**src/rtl/alu_ir_core.sv**
```systemverilog
// alu_ir_core: registered 16-bit ALU with Z/Y flags plus the instruction register
module alu_ir_core #(
   parameter int DATA_W  = 16,
   parameter int OPC_W   = 4,
   parameter int WRDEC_W = 20,
   parameter int IR_SEL  = 19
) (
   input  logic               Clock,
   input  logic               Reset_n,
   input  logic [DATA_W-1:0]  In_1,
   input  logic [DATA_W-1:0]  In_2,
   input  logic [OPC_W-1:0]   ALUOp,
   output logic [DATA_W-1:0]  ALUOut,
   output logic               Z,
   output logic               Y,
   input  logic [WRDEC_W-1:0] WRDec_out,
   input  logic [DATA_W-1:0]  MIDR_out,
   output logic [OPC_W-1:0]   IR_out
);
   localparam logic [OPC_W-1:0] OP_ADD   = OPC_W'(1);
   localparam logic [OPC_W-1:0] OP_SUB   = OPC_W'(2);
   localparam logic [OPC_W-1:0] OP_MUL   = OPC_W'(3);
   localparam logic [OPC_W-1:0] OP_INC   = OPC_W'(4);
   localparam logic [OPC_W-1:0] OP_PASSB = OPC_W'(5);
   localparam logic [OPC_W-1:0] OP_CLR   = OPC_W'(7);
   localparam logic [OPC_W-1:0] OP_CMP   = OPC_W'(8);

   logic [DATA_W:0]     sum;
   logic [DATA_W:0]     diff;
   logic [DATA_W:0]     inc;
   logic [2*DATA_W-1:0] prod;
   logic [DATA_W-1:0]   nxt_out;
   logic                nxt_z;
   logic                nxt_y;
   logic                writes_out;
   logic [DATA_W-1:0]   ir;
   logic                unused_bits;

   // bit DATA_W of the widened sum/difference is the carry/borrow
   assign sum  = {1'b0, In_1} + {1'b0, In_2};
   assign diff = {1'b0, In_1} - {1'b0, In_2};
   assign inc  = {1'b0, In_1} + (DATA_W+1)'(1);
   assign prod = {{DATA_W{1'b0}}, In_1} * {{DATA_W{1'b0}}, In_2};

   // next result and flags; unlisted opcodes (NOP/reserved) hold everything
   always_comb begin
      nxt_out    = ALUOut;
      nxt_y      = Y;
      writes_out = 1'b1;
      nxt_z      = Z;
      case (ALUOp)
         OP_ADD:   begin nxt_out = sum[DATA_W-1:0];  nxt_y = sum[DATA_W];  end
         OP_SUB:   begin nxt_out = diff[DATA_W-1:0]; nxt_y = diff[DATA_W]; end
         OP_MUL:   begin nxt_out = prod[DATA_W-1:0]; nxt_y = |prod[2*DATA_W-1:DATA_W]; end
         OP_INC:   begin nxt_out = inc[DATA_W-1:0];  nxt_y = inc[DATA_W];  end
         OP_PASSB: begin nxt_out = In_2;             nxt_y = 1'b0;         end
         OP_CLR:   begin nxt_out = '0;               nxt_y = 1'b0;         end
         OP_CMP:   begin writes_out = 1'b0; nxt_z = (In_1 == In_2); nxt_y = (In_1 < In_2); end
         default:  writes_out = 1'b0;
      endcase
      if (writes_out) nxt_z = (nxt_out == '0);
   end

   // ALU result and flag registers
   always_ff @(posedge Clock or negedge Reset_n) begin
      if (!Reset_n) begin
         ALUOut <= '0;
         Z      <= 1'b0;
         Y      <= 1'b0;
      end else begin
         ALUOut <= nxt_out;
         Z      <= nxt_z;
         Y      <= nxt_y;
      end
   end

   // instruction register loads only on its own write-decoder select bit
   always_ff @(posedge Clock or negedge Reset_n) begin
      if (!Reset_n) ir <= '0;
      else if (WRDec_out[IR_SEL]) ir <= MIDR_out;
   end

   assign IR_out = ir[DATA_W-1:DATA_W-OPC_W];

   // the low IR bits and the other decoder selects are not consumed here
   assign unused_bits = ^{WRDec_out, ir[DATA_W-OPC_W-1:0]};
endmodule

```
**config.mk**
```make
export PLATFORM = sky130hd
export DESIGN_NAME = alu_ir_core
export DESIGN_NICKNAME = d
export VERILOG_FILES = /design/src/rtl/alu_ir_core.sv
export SDC_FILE = /design/constraint.sdc
export NUM_CORES = 1
export LEC_CHECK = 0
export ABC_CLOCK_PERIOD_IN_PS = 3200
export CAP_MARGIN = 20
export CORE_AREA = 5 5 224 226
export DETAILED_ROUTE_END_ITERATION = 7
export DIE_AREA = 0 0 229 231
export GPL_ROUTABILITY_DRIVEN = 0
export GPL_TIMING_DRIVEN = 0
export SYNTH_ARGS = -nofsm -noshare
export SYNTH_HDL_FRONTEND = slang
export SYNTH_SLANG_ARGS = --single-unit
```
**constraint.sdc**
```tcl
create_clock -name Clock -period 3.2 [get_ports Clock]
set_input_delay 0.48 -clock Clock [delete_from_list [all_inputs] [get_ports Clock]]
set_output_delay 0.48 -clock Clock [all_outputs]
set_load 0.02 [all_outputs]
```
### Word-level counts from Yosys, hierarchy flattened

Cells that the tools add are included.

| word-level totals | value |
|---|---|
| bits in registers | 34 |
| latch bits | 0 |
| bits in writable memories | 0 |
| memory bits (read-only) | 0 |
| input port bits | 74 |
| memories kept | 0 |

| operators by class | value |
|---|---|
| add/subtract/negate cells | 3 |
| multiply operators | 1 |
| divide/modulo/power cells | 0 |
| magnitude comparators | 1 |
| equality and inequality tests | 8 |
| shifts and indexed selects | 0 |
| mux-type cells | 5 |
| bitwise logic cells | 0 |
| reduce and logical (&&, ||, !) cells | 6 |

Operators with widths:

| cell | number |
|---|---|
| $pmux W16 S6 | 1 |
| $mul A16 B16 Y32 | 1 |
| $add A16 B1 Y17 const B | 1 |
| $add A16 B16 Y17 | 1 |
| $sub A16 B16 Y17 | 1 |
| $eq A16 B16 Y1 | 1 |
| $logic_not A16 Y1 | 1 |
| $lt A16 B16 Y1 | 1 |
| $reduce_or A16 Y1 | 1 |
| $eq A4 B3 Y1 const B | 3 |
| $eq A4 B2 Y1 const B | 2 |
| $pmux W1 S6 | 1 |
| $reduce_bool A6 Y1 | 1 |
| $reduce_or A6 Y1 | 1 |
| $eq A4 B1 Y1 const B | 1 |
| $eq A4 B4 Y1 const B | 1 |
| $mux W1 | 3 |
| $reduce_bool A2 Y1 | 1 |
| $reduce_or A2 Y1 | 1 |

### Logic depth before layout (Yosys ltp)

Gate-level depths: netlist of run 1.

| logic depth | value |
|---|---|
| word-level depth | 4 |
| gate-level depth with buffers | 27 |
| depth with buffers taken out | 25 |

### Least setup slack after synthesis of run 1

Ideal clock, no wire load.

| path | value |
|---|---|
| kind | input to register |
| start point | in In_1[11] |
| end point | reg Y |
| library setup time | 0.126 ns |
| data arrival time | 6.525 ns |
| required time | 3.074 ns |
| path slack | -3.451 ns |
| stages on the path | 22 |
| cell sequence | clkbuf_1 > clkbuf_1 > nand2_1 > fa_1 > fa_1 > inv_1 > fa_1 > fa_1 > fa_1 > inv_1 > fa_1 > inv_1 > ha_1 > and3_1 > o211ai_1 > a22o_1 > or3_1 > o41ai_1 > o21ai_0 > nor4_1 > nand4_1 > a221o_1 |

| on the way | value |
|---|---|
| word-level cells in the longest chain between the ends | 3 |

Ends and longest elaborated chain:

| item | RTL line | RTL |
|---|---|---|
| from (decl) | 10 | `input logic [DATA_W-1:0] In_1,` |
| $mul A16 B16 Y32 | 43 | `assign prod = {{DATA_W{1'b0}}, In_1} * {{DATA_W{1'b0}}, In_2};` |
| $reduce_or A16 Y1 | 54 | `OP_MUL: begin nxt_out = prod[DATA_W-1:0]; nxt_y = \|prod[2*DATA_W-1:DATA_W]; end` |
| $pmux W1 S6 (*) | 51 | `case (ALUOp)` |
| to (signal assigned) | 73 | `Y <= nxt_y;` |
| to (decl) | 15 | `output logic Y,` |

Every way passes the cells marked *; elsewhere a longest branch is shown, timed or not.
A chain may end at the register's enable or synchronous reset.

### Worst setup path after layout of run 1

| path | value |
|---|---|
| start point | in In_2[8] |
| end point | reg Y |

| on the way | value |
|---|---|
| word-level cells in the longest chain between the ends | 3 |

Ends and longest elaborated chain:

| item | RTL line | RTL |
|---|---|---|
| from (decl) | 11 | `input logic [DATA_W-1:0] In_2,` |
| $mul A16 B16 Y32 | 43 |  |
| $reduce_or A16 Y1 | 54 |  |
| $pmux W1 S6 (*) | 51 |  |

Marks and branches as above.

==> results of run 1 <==
-- critical path, stage by stage --
cell and delay, ns:
buf_2 0.31, clkbuf_8 0.26, nand2_1 0.08, fa_1 0.50, inv_1 0.05, fa_1 0.46
ha_1 0.32, fa_1 0.50, fa_1 0.49, inv_1 0.05, fa_1 0.47, inv_1 0.06
ha_4 0.34, clkinvlp_4 0.20, o22ai_4 0.31, nor3b_2 0.09, a22o_2 0.27, or3_4 0.38
o41ai_4 0.22, o21ai_2 0.10, nor4_4 0.31, nand4_1 0.30, a221o_1 0.45
-- flip-flops by register name, indices dropped and copies added (netlist names) --
register and flops:
Y 1, Z 1, ir 4, ALUOut 16
-- cells by family after synthesis --
family | count (synthesis) | share of synthesized area
fa+ha+maj | 333 | 0.476
mux | 9 | 0.00814
xor+xnor | 43 | 0.0318
compound gates | 235 | 0.134
buf+inv | 322 | 0.104
flops | 22 | 0.0465
simple gates | 482 | 0.199
-- path summary, 6_finish.rpt --
| kind | startpoint | to | slack, ns |
|---|---|---|---|
| setup / recovery | In_2[8] | Y$_DFFE_PN0P_ | -3.71 |
| hold / removal | Reset_n | ALUOut[5]$_DFF_PN0_ | 0.47 |
| setup reg to reg | ALUOut[3]$_DFF_PN0_ | Z$_DFFE_PN0P_ | 0.39 |
| hold reg to reg | ALUOut[2]$_DFF_PN0_ | ALUOut[2]$_DFF_PN0_ | 0.50 |
| max in group asynchronous | Reset_n | ir[14]$_DFFE_PN0P_ | 2.33 |
| min in group Clock | ALUOut[2]$_DFF_PN0_ | ALUOut[2]$_DFF_PN0_ | 0.50 |
-- final cells by class --
class	instances	share of cell area
plain buffers	72	0.0568
clock buffers	3	0.00492
clock inverters	1	0.00197
inverters	248	0.0615
multi-input cells	1102	0.708
flip-flops and latches	22	0.0361
well taps	622	0.0510
repair buffers	125	0.0795
-- per-stage QoR --
step	util	setup TNS [ns]	cell area (um^2)	setup slack, ns
final	0.317	-29.15	15300	-3.71
after global routing	0.317	-30.81	15300	-3.96
after CTS	0.311	-29.40	15000	-3.63
after detailed placement	0.285	-47.91	13700	-5.27
after global placement	0.285	-47.14	13700	-5.25
after floorplan	-	-22.86	12300	-3.04
-- cell usage after synthesis, drive strengths merged (7+ instances only) --
cell type | instances | area share
a211oi | 9 | 0.0057
a21o | 11 | 0.0070
a21oi | 63 | 0.027
a221oi | 7 | 0.0052
a31oi | 7 | 0.0037
and2 | 101 | 0.054
and3 | 10 | 0.0053
buf | 10 | 0.0050
clkbuf | 64 | 0.020
dfrtp | 22 | 0.047
fa | 196 | 0.33
ha | 137 | 0.14
inv | 248 | 0.079
nand2 | 188 | 0.060
nand2b | 9 | 0.0048
nand3 | 23 | 0.0097
nand4 | 12 | 0.0063
nor2 | 72 | 0.023
nor2b | 11 | 0.0064
nor3 | 19 | 0.0085
nor4 | 7 | 0.0037
o211ai | 11 | 0.0070
o21ai | 43 | 0.018
o21bai | 9 | 0.0057
o221ai | 7 | 0.0052
or3 | 13 | 0.0069
xnor2 | 30 | 0.022
xor2 | 13 | 0.0096
-- routing by layer --
metal	vias up	GRT usage	part of all wire
li1	4960	-	-
met1	5568	0.201	0.42
met2	468	0.264	0.48
met3	101	0.0164	0.062
met4	0	0.0566	0.038
met5	-	0	0
-- what timing repair did --
item | in CTS | in global routing
gates cloned | 1 | 0
pin swaps | 60 | 37
resized for setup | 318 | 56
setup endpoints to repair | 16 | 14
buffers inserted | 52 | 12
==> qor.json, run 1 <==
{
  "grt_antenna_before_repair": 0,
  "r2r.worst_path.cells": 7,
  "synth.yosys.seq_area_share": 0.0465,
  "area_growth_syn_to_layout_pct": 29.0,
  "cts-htree-levels": 1,
  "io_pins": 96,
  "worstSetupPathType": "in2reg",
  "drcViolationCount": 0,
  "wl_per_cell_um": 19.0,
  "core_mm2": 0.0481,
  "finalSetupViolations": 14,
  "grt_util_all_layers": 0.154,
  "timing.final.hold_violations": 0,
  "ys_dominant_reg_cell": "dfrtp_1",
  "hold-worst-slack_ns": 0.472,
  "setup_slack_ns": -3.71,
  "io_buffers": 63,
  "die_x_um": 229,
  "max-cap-violations": 0,
  "num_rows": 81,
  "yosys_register_bits": 22,
  "mostFrequentLayoutCells": "inv_1, fa_1, nand2_1, ha_1, and2_1",
  "tritoncts": "yes",
  "post_synth.cell_area_avg_um2": 8.19,
  "outcome": "finished with violations",
  "min_period_over_period": 2.16,
  "number_of_standard_cells_in_the_layout_taps_in_and_fillers_out": 2195,
  "syn-cell-area_mm2": 0.0118,
  "worstMarginPinSlew_ns": 0.711,
  "place_hpwl_um": 33000,
  "post_cts_hold_buffer_count": 0,
  "drt_first_pass_iters": 5,
  "ys_types": 68,
  "clock_network_latency_to_the_later_pin_of_the_worst_skew_pair_ns": 0.26,
  "clk_path_buf_depth": 2,
  "post-place-cells": 2131,
  "final_max_slew_viol_count": 0,
  "grt_start_max_net_pins": 23,
  "synth_async_sr_flop_share": 1.00,
  "timing.critical_path.to_type": "flop",
  "detail-route-antenna-nets": 0,
  "crit_arrival_ns": 7.04,
  "grt_first_pass_wirelength_um": 65600,
  "cts_sinks": 22,
  "clk_pin_slew_worst_paths_ns": 0.06,
  "proportion_of_layout_cells_with_a_drive_suffix_above_1": 0.189,
  "synth_enable_flop_cells": 0,
  "filler_cells": 4914,
  "multi_input_comb_area_mm2": 0.0108,
  "grt_setup_unrepaired": "yes",
  "layout_commonest_cell": "inv_1",
  "critical_path_start_type": "input port",
  "tritoncts.num_buffers": 3,
  "worst_ep_required_time_ns": 3.34,
  "regArea_um2": 551,
  "globalRouteOverflowTotal": 0,
  "worst_slew_margin_rel": 0.526,
  "postSynthCellCount": 1446,
  "worst_clock_skew_ns": 0.00339,
  "number_of_global_route_vias_before_repair": 11558,
  "failed_checks": "setup timing",
  "antenna_cells_inserted": 0,
  "yosys_warnings": 0,
  "initial_core_utilization": 0.246,
  "finalCriticalPeriod_ns": 6.91,
  "routed_wirelength_um": 41700,
  "via_per_inst": 5.06,
  "nNetsFinal": 1981,
  "max_freq_mhz": 145,
  "holdCritPathClass": "in2async",
  "die_y_um": 231,
  "die_footprint_mm2": 0.0529,
  "first_iter_violations": 727,
  "synth_nets": 1853,
  "cp_max_fo": 10,
  "vias": 11097,
  "root_buffer": "clkbuf_16"
}
Power of run 1 is not shown: default switching activity piles up to over one toggle a cycle in this logic, so the estimate is an artifact.
==> run 2: changes to the inputs <==
--- a/config.mk
+++ b/config.mk
@@ -7,9 +7,10 @@
 export LEC_CHECK = 0
 export ABC_CLOCK_PERIOD_IN_PS = 3200
 export CAP_MARGIN = 20
-export CORE_AREA = 5 5 224 226
+export CORE_AREA = 5 5 250 203
+export CTS_CLUSTER_DIAMETER = 150
 export DETAILED_ROUTE_END_ITERATION = 7
-export DIE_AREA = 0 0 229 231
+export DIE_AREA = 0 0 255 208
 export GPL_ROUTABILITY_DRIVEN = 0
 export GPL_TIMING_DRIVEN = 0
 export SYNTH_ARGS = -nofsm -noshare
==> run 2 against run 1 <==
  * The flow still finishes with violations (setup timing)
  * Flip-flop and latch count is the same
  * First-iteration DRC count rose by 37%
  * Setup slack got worse by 0.20 ns
  * Maximum frequency decreased by 2.8%
  * Global-route usage rose by 0.076 points
  * Sequential share of layout area up 0.086 points
  * Final cell count shrank 0.27%
  * Non-clock buffer count fell by 14
  * Critical endpoint unchanged
==> qor.json, run 2 (synthesis results as in run 1) <==
{
  "regToRegEndpoint": "Z$_DFFE_PN0P_",
  "clk_path_buf_depth": {"value": 2, "change": "unchanged"},
  "grt_setup_unrepaired": "yes",
  "worst_slew_margin_rel": {"value": 0.505, "change": "-0.0209"},
  "layout_top_registers": "ALUOut (16), ir (4)",
  "critical_path_start_type": "input port",
  "finalCriticalPeriod": {"value": 7.10, "unit": "ns", "change": "+0.196 ns"},
  "min_period_over_period": {"value": 2.22, "change": "+0.0611"},
  "routed_wirelength": {"value": 42100, "unit": "um", "change": "+0.98%"},
  "timing.final.hold_violations": {"value": 0, "change": "unchanged"},
  "number_of_global_route_vias_before_repair": {"value": 11288, "change": "-2.3%"},
  "die_y": {"value": 208, "unit": "um", "change": "-10%"},
  "core": {"value": 0.0479, "unit": "mm^2", "change": "-0.44%"},
  "final_max_slew_viol_count": {"value": 0, "change": "unchanged"},
  "die_x": {"value": 255, "unit": "um", "change": "+11%"},
  "die_footprint": {"value": 0.0530, "unit": "mm^2", "change": "+0.27%"},
  "grt_antenna_before_repair": {"value": 0, "change": "unchanged"},
  "cts-htree-levels": {"value": 1, "change": "unchanged"},
  "area_growth_syn_to_layout_pct": 26.0,
  "failed_checks": "setup timing",
  "first_iter_violations": {"value": 995, "change": "+37%"},
  "clock_network_latency_to_the_later_pin_of_the_worst_skew_pair": {"value": 0.26, "unit": "ns", "change": "about the same"},
  "regToRegSetupSlack": {"value": 0.33, "unit": "ns", "change": "-0.06 ns"},
  "filler_cells": {"value": 5001, "change": "+1.8%"},
  "finalSetupViolations": {"value": 14, "change": "unchanged"},
  "detail-route-antenna-nets": {"value": 0, "change": "unchanged"},
  "regArea": {"value": 551, "unit": "um^2", "change": "unchanged"},
  "wl_per_cell": {"value": 19.2, "unit": "um", "change": "+1.3%"},
  "place_hpwl": {"value": 33600, "unit": "um", "change": "+1.8%"},
  "grt_start_max_net_pins": {"value": 23, "change": "unchanged"},
  "tritoncts.num_buffers": {"value": 3, "change": "unchanged"},
  "worst_ep_required_time": {"value": 3.34, "unit": "ns", "change": "about the same"},
  "globalRouteOverflowTotal": {"value": 0, "change": "unchanged"},
  "io_buffers": {"value": 63, "change": "unchanged"},
  "timing_endpoint_of_the_critical_path": "Y$_DFFE_PN0P_",
  "grt_util_all_layers": {"value": 0.155, "change": "+0.000765"},
  "proportion_of_layout_cells_with_a_drive_suffix_above_1": {"value": 0.170, "change": "-0.0195"},
  "num_rows": {"value": 72, "change": "-11%"},
  "drcViolationCount": {"value": 0, "change": "unchanged"},
  "finalInstanceArea": {"value": 0.0149, "unit": "mm^2", "change": "-2.3%"},
  "placedInstanceArea": {"value": 0.0137, "unit": "mm^2", "change": "about the same"},
  "layout_commonest_cell": "inv_1",
  "max_flop_register": "ALUOut",
  "via_per_inst": {"value": 5.01, "change": "-0.84%"},
  "max_freq": {"value": 141, "unit": "MHz", "change": "-2.8%"},
  "grt_first_pass_wirelength": {"value": 65400, "unit": "um", "change": "-0.34%"},
  "holdCritPathClass": "in2async",
  "cp_max_fo": {"value": 10, "change": "unchanged"},
  "vias": {"value": 10974, "change": "-1.1%"},
  "multi_input_comb_area": {"value": 0.0107, "unit": "mm^2", "change": "-0.67%"},
  "reg2reg_from": "ALUOut[3]$_DFF_PN0_",
  "max-cap-violations": {"value": 0, "change": "unchanged"},
  "root_buffer": "clkbuf_16",
  "tritoncts": "yes",
  "r2r.worst_path.cells": {"value": 7, "change": "unchanged"},
  "clk_pin_slew_worst_paths": {"value": 0.07, "unit": "ns", "change": "about the same"},
  "worst_clock_skew": {"value": 0.00474, "unit": "ns", "change": "+0.00134 ns"},
  "worst_setup_path_startpoint": "In_2[4]",
  "crit_arrival": {"value": 7.24, "unit": "ns", "change": "+0.20 ns"},
  "io_pins": {"value": 96, "change": "unchanged"},
  "timing.critical_path.to_type": "flop",
  "worstSetupPathType": "in2reg",
  "drt_first_pass_iters": {"value": 8, "change": "+3"},
  "mostFrequentLayoutCells": "inv_1, fa_1, nand2_1, ha_1, and2_1",
  "outcome": "finished with violations",
  "initial_core_utilization": {"value": 0.247, "change": "+0.00110"},
  "setup_slack": {"value": -3.90, "unit": "ns", "change": "-0.196 ns"},
  "worstMarginPinSlew": {"value": 0.743, "unit": "ns", "change": "+0.0313 ns"},
  "max_reg_flops": {"value": 16, "change": "unchanged"},
  "nNetsFinal": {"value": 1967, "change": "-0.71%"},
  "cts_sinks": {"value": 22, "change": "unchanged"}
}
## run 2: changes by cell type in the layout (fill, tap and decap cells not counted), sizes merged
cell / delta
buf: -8
bufbuf: -1
clkbuf: -2
clkdlybuf4s15: -4
clkdlybuf4s18: +1
clkinvlp: -1
diode: +1
inv: +1
## run 2: cell type report
class / instances / area share
Antenna cell: 1 / 0.000168
Inverter: 248 / 0.0627
Clock inverter: 1 / 0.00201
Multi-Input combinational cell: 1102 / 0.720
Clock buffer: 3 / 0.00503
Tap cell: 629 / 0.0528
Sequential cell: 22 / 0.0369
Buffer: 71 / 0.0507
Timing Repair Buffer: 112 / 0.0693
## run 2: repair_timing
action                                  in CTS  in global routing
resized for setup                          260                 88
cloned                                       0                  0
hold buffers                                 0                  0
pin swaps                                   46                 45
setup buffers                               39                  9
endpoints found under the setup margin      16                 15
## run 2: worst max-delay path: stages
cell and delay (ns):
clkbuf_4 0.20, clkbuf_8 0.20, and2_4 0.15, fa_1 0.53, inv_1 0.06, fa_2 0.57, fa_2 0.44, fa_1 0.49
inv_1 0.05, fa_1 0.48, inv_1 0.05, fa_1 0.53, inv_2 0.05, ha_4 0.31, nand3_1 0.13, o22ai_4 0.31
nor3b_2 0.09, a22o_4 0.24, or3_1 0.36, o41ai_2 0.21, o21ai_1 0.13, nor4_2 0.33, nand4_1 0.36, a221o_1 0.47
## run 2: how the worst min path moves through the flow
stage | startpoint | end | slack, ns | cells after the start
after floorplan | Reset_n | ALUOut[0]$_DFF_PN0_ | 0.18 | 0
after global placement | ALUOut[2]$_DFF_PN0_ | ALUOut[2]$_DFF_PN0_ | 0.48 | 1
after detailed placement | ALUOut[2]$_DFF_PN0_ | ALUOut[2]$_DFF_PN0_ | 0.49 | 1
after CTS | ALUOut[2]$_DFF_PN0_ | ALUOut[2]$_DFF_PN0_ | 0.50 | 1
after global routing | Reset_n | ALUOut[1]$_DFF_PN0_ | 0.45 | 1
final | Reset_n | ALUOut[1]$_DFF_PN0_ | 0.44 | 1
## run 2: layer usage
metal / share of wire / up-vias / global-route usage
li1: - / 4914 / -
met1: 0.45 / 5478 / 0.230
met3: 0.093 / 75 / 0.0293
met2: 0.43 / 507 / 0.233
met5: 0 / - / 0
met4: 0.025 / 0 / 0.0348
## run 2: stage by stage
step | TNS [ns] | instances | hold WS, ns | util | worst slack, ns
6_report | -29.40 | 2189 | 0.438 | 0.311 | -3.90
3_3_place_gp | -48.25 | 2138 | 0.478 | 0.286 | -5.38
2_1_floorplan | -22.86 | 1446 | 0.184 | - | -3.04
4_1_cts | -29.27 | 2178 | 0.500 | 0.305 | -3.84
3_5_place_dp | -48.32 | 2138 | 0.487 | 0.286 | -5.38
5_1_grt | -30.95 | 2188 | 0.454 | 0.311 | -4.10
Power of run 2 is left out for the same reason.
==> run 3: changes to the inputs <==
--- a/config.mk
+++ b/config.mk
@@ -5,13 +5,11 @@
 export SDC_FILE = /design/constraint.sdc
 export NUM_CORES = 1
 export LEC_CHECK = 0
-export ABC_CLOCK_PERIOD_IN_PS = 3200
 export CAP_MARGIN = 20
 export CORE_AREA = 5 5 250 203
 export CTS_CLUSTER_DIAMETER = 150
 export DETAILED_ROUTE_END_ITERATION = 7
 export DIE_AREA = 0 0 255 208
-export GPL_ROUTABILITY_DRIVEN = 0
 export GPL_TIMING_DRIVEN = 0
 export SYNTH_ARGS = -nofsm -noshare
 export SYNTH_HDL_FRONTEND = slang
==> constraint.sdc (replaced) <==
create_clock -name Clock -period 6.3 [get_ports Clock]
set_input_delay 0.945 -clock Clock [delete_from_list [all_inputs] [get_ports Clock]]
set_output_delay 0.945 -clock Clock [all_outputs]
set_load 0.02 [all_outputs]
==> run 3 against run 2 <==
  * The run still ends with setup timing left
  * Routed wire length decreased by 0.88%
  * Register-to-register slack improved by 3.2 ns
  * Flip-flop and latch count unchanged
  * Utilization about the same
  * Cell area increased by 0.10%
  * Via count decreased by 0.61%
  * Clock skew decreased by 0.0033 ns
  * Hold slack improved by 0.063 ns
  * Critical path type unchanged
==> qor.json, run 3 (synthesis results as in run 1) <==
{
  "grt_first_pass_wirelength": {"value": 65200, "unit": "um", "change": "-0.27%"},
  "worstMarginPinSlew": {"value": 0.954, "unit": "ns", "change": "+0.212 ns"},
  "timing_endpoint_of_the_critical_path": "Y$_DFFE_PN0P_",
  "io_pins": {"value": 96, "change": "unchanged"},
  "io_buffers": {"value": 63, "change": "unchanged"},
  "clock_network_latency_to_the_later_pin_of_the_worst_skew_pair": {"value": 0.26, "unit": "ns", "change": "about the same"},
  "max_freq_mhz": 141,
  "reg2reg_from": "ALUOut[3]$_DFF_PN0_",
  "number_of_global_route_vias_before_repair": {"value": 11249, "change": "-0.35%"},
  "grt_start_max_net_pins": {"value": 23, "change": "unchanged"},
  "timing.final.hold_violations": {"value": 0, "change": "unchanged"},
  "die_y": {"value": 208, "unit": "um", "change": "unchanged"},
  "outcome": "finished with violations",
  "holdCritPathClass": "reg2reg",
  "tritoncts": "yes",
  "drcViolationCount": {"value": 0, "change": "unchanged"},
  "worst_ep_required_time": {"value": 6.44, "unit": "ns", "change": "+3.10 ns"},
  "tritoncts.num_buffers": {"value": 3, "change": "unchanged"},
  "critPathMostFrequentCell": "fa_1",
  "min_period_over_period": 1.13,
  "routed_wirelength": {"value": 41700, "unit": "um", "change": "-0.88%"},
  "via_per_inst": {"value": 4.96, "change": "-1.1%"},
  "detail-route-antenna-nets": {"value": 0, "change": "unchanged"},
  "worst_clock_skew": {"value": 0.00143, "unit": "ns", "change": "-0.00331 ns"},
  "place_hpwl": {"value": 33900, "unit": "um", "change": "+0.92%"},
  "cp_max_fo": {"value": 10, "change": "unchanged"},
  "regArea": {"value": 551, "unit": "um^2", "change": "unchanged"},
  "regToRegEndpoint": "Z$_DFFE_PN0P_",
  "fin_setup_tns": {"value": -1.65, "unit": "ns", "change": "+27.75 ns"},
  "core": {"value": 0.0479, "unit": "mm^2", "change": "unchanged"},
  "worstSetupPathType": "in2reg",
  "mostFrequentLayoutCells": "inv_1, fa_1, nand2_1, ha_1, and2_1",
  "worst_setup_path_startpoint": "In_2[9]",
  "critical_path.cell_chain": "buf_2 -> clkbuf_8 -> nand2_1 -> fa_1 -> fa_1 -> fa_1 -> fa_1 -> fa_1 -> fa_1 -> inv_1 -> ha_1 -> clkbuf_8 -> buf_4 -> a21oi_1 -> o21ai_1 -> a211oi_1 -> a211oi_2 -> nand4_1 -> a31oi_1 -> xnor2_1 -> nand4_1 -> a221o_1",
  "cpPeakStageDelay": {"value": 0.60, "unit": "ns", "change": "+0.03 ns"},
  "max_flop_register": "ALUOut",
  "die_x": {"value": 255, "unit": "um", "change": "unchanged"},
  "max_reg_flops": {"value": 16, "change": "unchanged"},
  "clk_path_buf_depth": {"value": 2, "change": "unchanged"},
  "grt_setup_unrepaired": "yes",
  "failed_checks": "setup timing",
  "filler_cells": {"value": 5081, "change": "+1.6%"},
  "grt_antenna_before_repair": {"value": 3, "change": "+3"},
  "cts_sinks": {"value": 22, "change": "unchanged"},
  "wl_per_cell": {"value": 19.0, "unit": "um", "change": "-1.3%"},
  "hold-worst-slack": {"value": 0.500, "unit": "ns", "change": "+0.0626 ns"},
  "cts-htree-levels": {"value": 1, "change": "unchanged"},
  "worst_slew_margin_rel": {"value": 0.358, "change": "-0.147"},
  "first_iter_violations": {"value": 1147, "change": "+15%"},
  "finalCriticalPeriod_ns": 7.11,
  "critPathSlowestCell": "fa_1",
  "multi_input_comb_area": {"value": 0.0106, "unit": "mm^2", "change": "-1.1%"},
  "layout_commonest_cell": "inv_1",
  "critical_path_start_type": "input port",
  "clk_pin_slew_worst_paths": {"value": 0.06, "unit": "ns", "change": "about the same"},
  "gpl.final_weighted_congestion": 0.940,
  "num_rows": {"value": 72, "change": "unchanged"},
  "root_buffer": "clkbuf_16",
  "die_footprint": {"value": 0.0530, "unit": "mm^2", "change": "unchanged"},
  "setup_slack": {"value": -0.814, "unit": "ns", "change": "+3.09 ns"},
  "vias": {"value": 10907, "change": "-0.61%"},
  "area_growth_syn_to_layout_pct": 26.1,
  "grt_util_all_layers": {"value": 0.155, "change": "+0.000171"},
  "max-cap-violations": {"value": 0, "change": "unchanged"},
  "initial_core_utilization": {"value": 0.247, "change": "unchanged"},
  "regToRegSetupSlack": {"value": 3.50, "unit": "ns", "change": "+3.17 ns"},
  "timing.critical_path.to_type": "flop",
  "final_max_slew_viol_count": {"value": 0, "change": "unchanged"},
  "finalSetupViolations": {"value": 3, "change": "-11"},
  "proportion_of_layout_cells_with_a_drive_suffix_above_1": {"value": 0.159, "change": "-0.0113"},
  "r2r.worst_path.cells": {"value": 7, "change": "unchanged"},
  "layout_top_registers": "ALUOut (16), ir (4)",
  "globalRouteOverflowTotal": {"value": 0, "change": "unchanged"},
  "post_cts_hold_buffer_count": {"value": 0, "change": "unchanged"},
  "nNetsFinal": {"value": 1977, "change": "+0.51%"},
  "crit_arrival": {"value": 7.26, "unit": "ns", "change": "+0.02 ns"},
  "drt_first_pass_iters": {"value": 8, "change": "unchanged"}
}
run 3: cell types whose count changed in the layout (fill, tap and decap cells not counted), sizes merged:
cell           previous run  this run
clkbuf                   59        58
clkdlybuf4s50            31        32
clkdlybuf4s15             3         2
buf                      91       105
clkdlybuf4s18             1         0
bufinv                    1         0
dlygate4sd2               1         0
run 3: layer usage:
metal,global-route usage,share of wire,vias to the layer above
met4,0.0282,0.021,4
met5,0,0.00043,-
li1,-,-,4946
met2,0.217,0.41,507
met1,0.228,0.45,5394
met3,0.0583,0.12,56
run 3: worst min path at each step:
stage	from	to	slack, ns	cells after the start
6_report	ALUOut[2]$_DFF_PN0_	ALUOut[2]$_DFF_PN0_	0.50	1
5_1_grt	ALUOut[2]$_DFF_PN0_	ALUOut[2]$_DFF_PN0_	0.51	1
4_1_cts	ALUOut[2]$_DFF_PN0_	ALUOut[2]$_DFF_PN0_	0.51	1
3_5_place_dp	ALUOut[2]$_DFF_PN0_	ALUOut[2]$_DFF_PN0_	0.49	1
3_3_place_gp	ALUOut[2]$_DFF_PN0_	ALUOut[2]$_DFF_PN0_	0.48	1
2_1_floorplan	ALUOut[15]$_DFF_PN0_	ALUOut[15]$_DFF_PN0_	0.61	1
run 3: timing repair:
item                       4_1_cts  5_1_grt
setup endpoints to repair       10        7
gates resized for setup        337       60
gates cloned                     1        0
pin swaps                       57       30
setup buffers                   53        4
run 3: final cells by class:
type / count / share of cell area
multi-input cells: 1102 / 0.712
inverters: 248 / 0.0629
flip-flops and latches: 22 / 0.0369
well taps: 629 / 0.0527
plain buffers: 71 / 0.0572
diodes: 1 / 0.000168
clock buffers: 4 / 0.00595
repair buffers: 122 / 0.0723
run 3: worst max-delay path: cells and delay by family:
kind                     cells  cell delay [ns]
adder cells (fa/ha/maj)      7             3.32
AND/OR/NAND/NOR              3             0.51
buffers and inverters        5             0.85
XOR/XNOR                     1             0.16
AO/OA/AOI/OAI                6             1.46
run 3: per-stage QoR:
step                cells  cell area [um^2]  utilization  setup WS, ns
floorplan            1446             12000            -        -0.427
global placement     2138             13400        0.280         -2.92
detailed placement   2138             13400        0.280         -2.65
CTS                  2194             14600        0.305        -0.868
global route         2198             14900        0.311         -1.02
finish               2199             14900        0.312        -0.814
Power of run 3 is left out for the same reason.
